**src/rtl/cordic_phase_gen.sv**
```systemverilog
// rtl/cordic_phase_gen.sv - burst phase/amplitude generator feeding a CORDIC rotator
module cordic_phase_gen #(
  parameter int XY_BITS  = 12,
  parameter int PH_BITS  = 32,
  parameter int LEN_BITS = 16,
  parameter int DIV_BITS = 8
) (
  input  logic                clk_in,
  input  logic                rst_n,
  input  logic                cfg_load,
  input  logic [PH_BITS-1:0]  ftw_in,
  input  logic [PH_BITS-1:0]  phase_init,
  input  logic [XY_BITS-1:0]  amp_in,
  input  logic [LEN_BITS-1:0] len_in,
  input  logic [DIV_BITS-1:0] div_in,
  input  logic                start,
  input  logic                abort,
  output logic [XY_BITS-1:0]  x_out,
  output logic [XY_BITS-1:0]  y_out,
  output logic [PH_BITS-1:0]  phase_out,
  output logic                valid_out,
  output logic                busy,
  output logic                done,
  output logic [LEN_BITS-1:0] sample_cnt
);

  typedef enum logic [1:0] {S_IDLE, S_RUN, S_DONE} state_t;

  state_t              state_q, state_d;
  logic [PH_BITS-1:0]  ftw_q, ftw_d, ph_init_q, ph_init_d;
  logic [PH_BITS-1:0]  phase_acc_q, phase_acc_d, phase_q, phase_d;
  logic [XY_BITS-1:0]  amp_q, amp_d, x_q, x_d, y_q, y_d;
  logic [LEN_BITS-1:0] len_q, len_d, cnt_q, cnt_d, cnt_inc;
  logic [DIV_BITS-1:0] div_q, div_d, tick_q, tick_d;
  logic                valid_q, valid_d, busy_q, busy_d, done_q, done_d;
  logic                fire;

  // The first sample of a burst fires on the first RUN edge regardless of div;
  // afterwards samples are div+1 cycles apart.
  assign fire    = (tick_q == div_q) || (cnt_q == '0);
  assign cnt_inc = cnt_q + LEN_BITS'(1);

  always_comb begin
    state_d     = state_q;
    ftw_d       = ftw_q;
    ph_init_d   = ph_init_q;
    amp_d       = amp_q;
    len_d       = len_q;
    div_d       = div_q;
    phase_acc_d = phase_acc_q;
    phase_d     = phase_q;
    x_d         = x_q;
    y_d         = y_q;
    cnt_d       = cnt_q;
    tick_d      = tick_q;
    valid_d     = 1'b0;
    done_d      = 1'b0;
    busy_d      = 1'b0;
    case (state_q)
      S_IDLE: begin
        if (cfg_load) begin
          ftw_d     = ftw_in;
          ph_init_d = phase_init;
          amp_d     = amp_in;
          len_d     = len_in;
          div_d     = div_in;
        end else if (start) begin
          phase_acc_d = ph_init_q;
          tick_d      = '0;
          cnt_d       = '0;
          if (len_q != '0) begin
            state_d = S_RUN;
            busy_d  = 1'b1;
          end else begin
            state_d = S_DONE;
            done_d  = 1'b1;
          end
        end
      end
      S_RUN: begin
        if (abort) begin
          state_d = S_IDLE;
        end else if (fire) begin
          valid_d     = 1'b1;
          phase_d     = phase_acc_q;
          x_d         = amp_q;
          y_d         = '0;
          phase_acc_d = phase_acc_q + ftw_q;
          tick_d      = '0;
          cnt_d       = cnt_inc;
          if (cnt_inc == len_q) begin
            state_d = S_DONE;
            done_d  = 1'b1;
          end else begin
            busy_d = 1'b1;
          end
        end else begin
          tick_d = tick_q + DIV_BITS'(1);
          busy_d = 1'b1;
        end
      end
      S_DONE: state_d = S_IDLE;
      default: state_d = S_IDLE;
    endcase
  end

  always_ff @(posedge clk_in or negedge rst_n) begin
    if (!rst_n) begin
      state_q     <= S_IDLE;
      ftw_q       <= '0;
      ph_init_q   <= '0;
      amp_q       <= '0;
      len_q       <= '0;
      div_q       <= '0;
      phase_acc_q <= '0;
      phase_q     <= '0;
      x_q         <= '0;
      y_q         <= '0;
      cnt_q       <= '0;
      tick_q      <= '0;
      valid_q     <= 1'b0;
      busy_q      <= 1'b0;
      done_q      <= 1'b0;
    end else begin
      state_q     <= state_d;
      ftw_q       <= ftw_d;
      ph_init_q   <= ph_init_d;
      amp_q       <= amp_d;
      len_q       <= len_d;
      div_q       <= div_d;
      phase_acc_q <= phase_acc_d;
      phase_q     <= phase_d;
      x_q         <= x_d;
      y_q         <= y_d;
      cnt_q       <= cnt_d;
      tick_q      <= tick_d;
      valid_q     <= valid_d;
      busy_q      <= busy_d;
      done_q      <= done_d;
    end
  end

  assign x_out      = x_q;
  assign y_out      = y_q;
  assign phase_out  = phase_q;
  assign valid_out  = valid_q;
  assign busy       = busy_q;
  assign done       = done_q;
  assign sample_cnt = cnt_q;

endmodule
```
**config.mk**
```make
export PLATFORM = sky130hd
export DESIGN_NAME = cordic_phase_gen
export DESIGN_NICKNAME = d
export VERILOG_FILES = /design/src/rtl/cordic_phase_gen.sv
export SDC_FILE = /design/constraint.sdc
export NUM_CORES = 1
export LEC_CHECK = 0
export ABC_AREA = 1
export CORE_MARGIN = 8
export CORE_UTILIZATION = 55
export CTS_CLUSTER_DIAMETER = 40
export CTS_CLUSTER_SIZE = 16
export DETAILED_ROUTE_END_ITERATION = 6
export DONT_BUFFER_PORTS = 1
export PLACE_DENSITY_LB_ADDON = 0.1
export SKIP_LAST_GASP = 1
export SLEW_MARGIN = 5
export SYNTH_ARGS = -nofsm -noshare
export SYNTH_HDL_FRONTEND = slang
export SYNTH_SLANG_ARGS = --single-unit
```
**constraint.sdc**
```tcl
create_clock -name clk_in -period 3 [get_ports clk_in]
set_input_delay 0.15 -clock clk_in [delete_from_list [all_inputs] [get_ports clk_in]]
set_output_delay 0.15 -clock clk_in [all_outputs]
set_load 0.01 [all_outputs]
```
==> flow_summary.yaml <==
floorplanning:
  io_pins: 180
  die_area_um2: 24500
  rows: 51
  initial_utilization: 0.559
  die_y_um: 156
  fp.dieW_um: 156
  fp.coreArea_um2: 19400
logic_synthesis:
  yosys_warnings: 0
  netlist_area_um2: 10900
  ys_seq_elements: 205
  synthCells: 1311
  ys_seq_area_frac: 0.473
  avgSynthCellArea_um2: 8.28
  yosysUniqueCellTypes: 40
sta:
  fin_crit_sh: 0.927
  rsz0062_at_grt: "false"
  final.setup.tns_ns: 0
  slew_headroom: 0.569
  maxSlewViolCount: 0
  fmax_mhz: 359
  worstMarginPinSlew_ns: 0.645
  setup_viol: 0
  fin_crit_ns: 2.78
  finClkSkew_ns: 0.00997
  timing.hold.ws_ns: -0.681
  hold_viol: 205
outcome:
  violations: "hold timing"
  status: "finished, violations left"
clocking:
  ctsHoldBuffers: 104
  cts_tree: "done"
  clk_pin_slew_ns: 0.06
  insertion_delay_ns: 0.54
  cts-root-buf: "clkbuf_16"
  cts_buffers: 29
  cts_buffer_depth: 3
  numClockSinks: 205
  htreeDepth: 1
worst_setup_path:
  r2r_slack_ns: 0.22
  cp_cell_sequence: "ha_1 -> nand2_1 -> nor2_2 -> nand3_1 -> nand2_1 -> nand2_1 -> nand2_1 -> nand2_1 -> nor2_1 -> nand2_1 -> nor2_2 -> nand3_1 -> nand2_1 -> nand2_1 -> dlygate4sd3_1"
  path_common_cell: "nand2_1"
  crit_family: "simple AND/OR/NAND/NOR gates"
  critPathCapture: "busy$_DFF_PN0_"
  worst-path-stages: 15
  crit_path_max_fanout: 5
  reg2regPathDepth: 15
  cp-startpoint: "sample_cnt[1]$_DFFE_PN0P_"
  arrival_ns: 3.20
  path_buf_inv: 1
  crit_path_end_kind: "flip-flop"
  slowest_delay_ns: 0.55
  rr_endpoint: "busy$_DFF_PN0_"
  criticalPathCategory: "reg -> reg"
  worst_path_max_delay_cell: "dlygate4sd3_1"
  cp-start-kind: "flip-flop"
  reg2reg_from: "sample_cnt[1]$_DFFE_PN0P_"
  required_ns: 3.42
power_and_ir_drop:
  power_frac_clock: 0.304
  p_switching_w: 0.00456
  power.internal_w: 0.00740
  ir_drop_mv: 0.634
  cellPowerDensity_nw_per_um2: 912
  leakagePower_nw: 6.27
  switching_share: 0.381
  pwr-share-comb: 0.340
  seq_power_share: 0.356
global_routing:
  antenna_found_initial: 0
  grt_max_degree: 206
  grtUsageTotal: 0.240
  overflow: 0
  grt_pass1_vias: 9127
  grt_pass1_wl_mm: 47.1
job:
  drv_cap: 0
route:
  routed_wl_mm: 29.2
  ant_nets: 0
  drc_errors: 0
  avgViaCountPerCell: 5.32
  dr.pass1.iters: 5
  vias: 9046
  first_iter_violations: 553
  drt-wirelength-per-cell_um: 17.2
place:
  port_buffers: 0
  placed_cells: 1543
  routabilityCongestion: 0.887
  hpwl_mm: 20.3
finish:
  fin_cells: 1701
  areaGrowthSynthToFinish_pct: 20.9
  fin_nets: 1553
  final_util: 0.676
  insertedDiodeCount: 0
  drive_gt1_frac: 0.104
hold_path:
  holdCritPathClass: "in -> async"
-- flip-flops by register name, summed over array words and instances (netlist names) --
name / flops
amp_q: 12
busy: 1
div_q: 8
done: 1
ftw_q: 32
len_q: 16
ph_init_q: 32
phase_acc_q: 32
phase_out: 32
sample_cnt: 16
state_q: 2
tick_q: 8
valid_out: 1
x_out: 12
-- Yosys cell counts (all sizes together) --
cell / instances / area [um2]
fa: 1 / 20.0
a21o: 5 / 37.5
ha: 34 / 425
a21oi: 101 / 505
a31oi: 3 / 18.8
o22ai: 12 / 75.1
dfrtp: 205 / 5130
nand3b: 1 / 7.51
and2: 1 / 6.26
clkbuf: 11 / 41.3
nand2: 349 / 1320
xnor2: 12 / 105
and3: 1 / 6.26
conb: 1 / 3.75
xor2: 6 / 52.6
buf: 41 / 251
nand4: 14 / 87.6
nor3: 10 / 55.1
o211ai: 10 / 75.1
mux2: 63 / 709
nand3: 89 / 450
xnor3: 1 / 22.5
or2: 7 / 43.8
inv: 123 / 462
nor2: 131 / 534
o21ai: 73 / 369
nor4: 5 / 31.3
o21a: 1 / 7.51
-- logic make-up (layout without fill, tap and decap cells) --
logic type	after synthesis	in the layout	share of synthesized area
buffers and inverters	175	289	0.0695
and+or+nand+nor	608	608	0.234
xor gates and xnor gates	19	19	0.0166
AOI/OAI and AO/OA	205	205	0.100
adders and majority gates	35	35	0.0410
muxes	63	63	0.0654
other	1	12	0.000346
DFF	205	205	0.473
-- through the flow --
stage	total power (W)	instance area, um2	worst slack, ns
floorplan	0.00714	10900	0.951
global placement	0.00814	11000	0.659
detailed placement	0.00820	11000	0.585
CTS	0.0120	13100	0.215
global route	0.0128	13100	0.0272
finish	0.0120	13100	0.218
-- layer usage --
layer	routed length [um]	up-vias	track usage
li1	-	4479	-
met1	12000	4243	0.292
met2	14200	260	0.410
met3	2040	64	0.0579
met4	936	0	0.0787
met5	0	-	0
-- cells in the final DEF, fill, tap and decap left out, types with 14 or more instances in the layout --
master	n
nand4_1	14
dlygate4sd3_1	104
mux2_2	63
nor2_1	122
clkbuf_16	29
a21oi_1	101
o21ai_0	71
inv_1	118
ha_1	34
nand3_1	88
dfrtp_1	204
nand2_1	345
-- cell type report --
| type | instances | area (um2) |
|---|---|---|
| Clock buffer | 37 | 796 |
| Timing Repair Buffer | 112 | 1130 |
| Clock inverter | 17 | 253 |
| Sequential cell | 205 | 5130 |
| Multi-Input combinational cell | 942 | 5020 |
| Inverter | 123 | 462 |
| Fill cell | 1562 | 6280 |
| Tap cell | 265 | 332 |
-- worst min path at each step --
stage | startpoint | end | slack, ns | cells after the start
finish | rst_n | len_q[10]$_DFFE_PN0P_ | -0.68 | 0
global route | rst_n | phase_out[1]$_DFFE_PN0P_ | -0.72 | 0
CTS | rst_n | phase_out[1]$_DFFE_PN0P_ | -0.71 | 0
detailed placement | rst_n | len_q[9]$_DFFE_PN0P_ | -0.14 | 0
global placement | rst_n | len_q[10]$_DFFE_PN0P_ | -0.14 | 0
floorplan | rst_n | amp_q[0]$_DFFE_PN0P_ | -0.15 | 0
-- power by group through the flow --
| stage | logic [W] | clock network (W) | registers [W] |
|---|---|---|---|
| floorplan | 0.00308 | 0 | 0.00406 |
| global placement | 0.00384 | 0 | 0.00430 |
| detailed placement | 0.00389 | 0 | 0.00430 |
| CTS | 0.00404 | 0.00369 | 0.00426 |
| global route | 0.00462 | 0.00382 | 0.00437 |
| finish | 0.00407 | 0.00363 | 0.00426 |
-- timing repair --
item	CTS	global route
endpoints found under the hold margin	309	205
resized for setup	0	1
endpoints found under the setup margin	0	1
buffers inserted	0	0
Note: power is estimated with default switching activity, not from simulation.
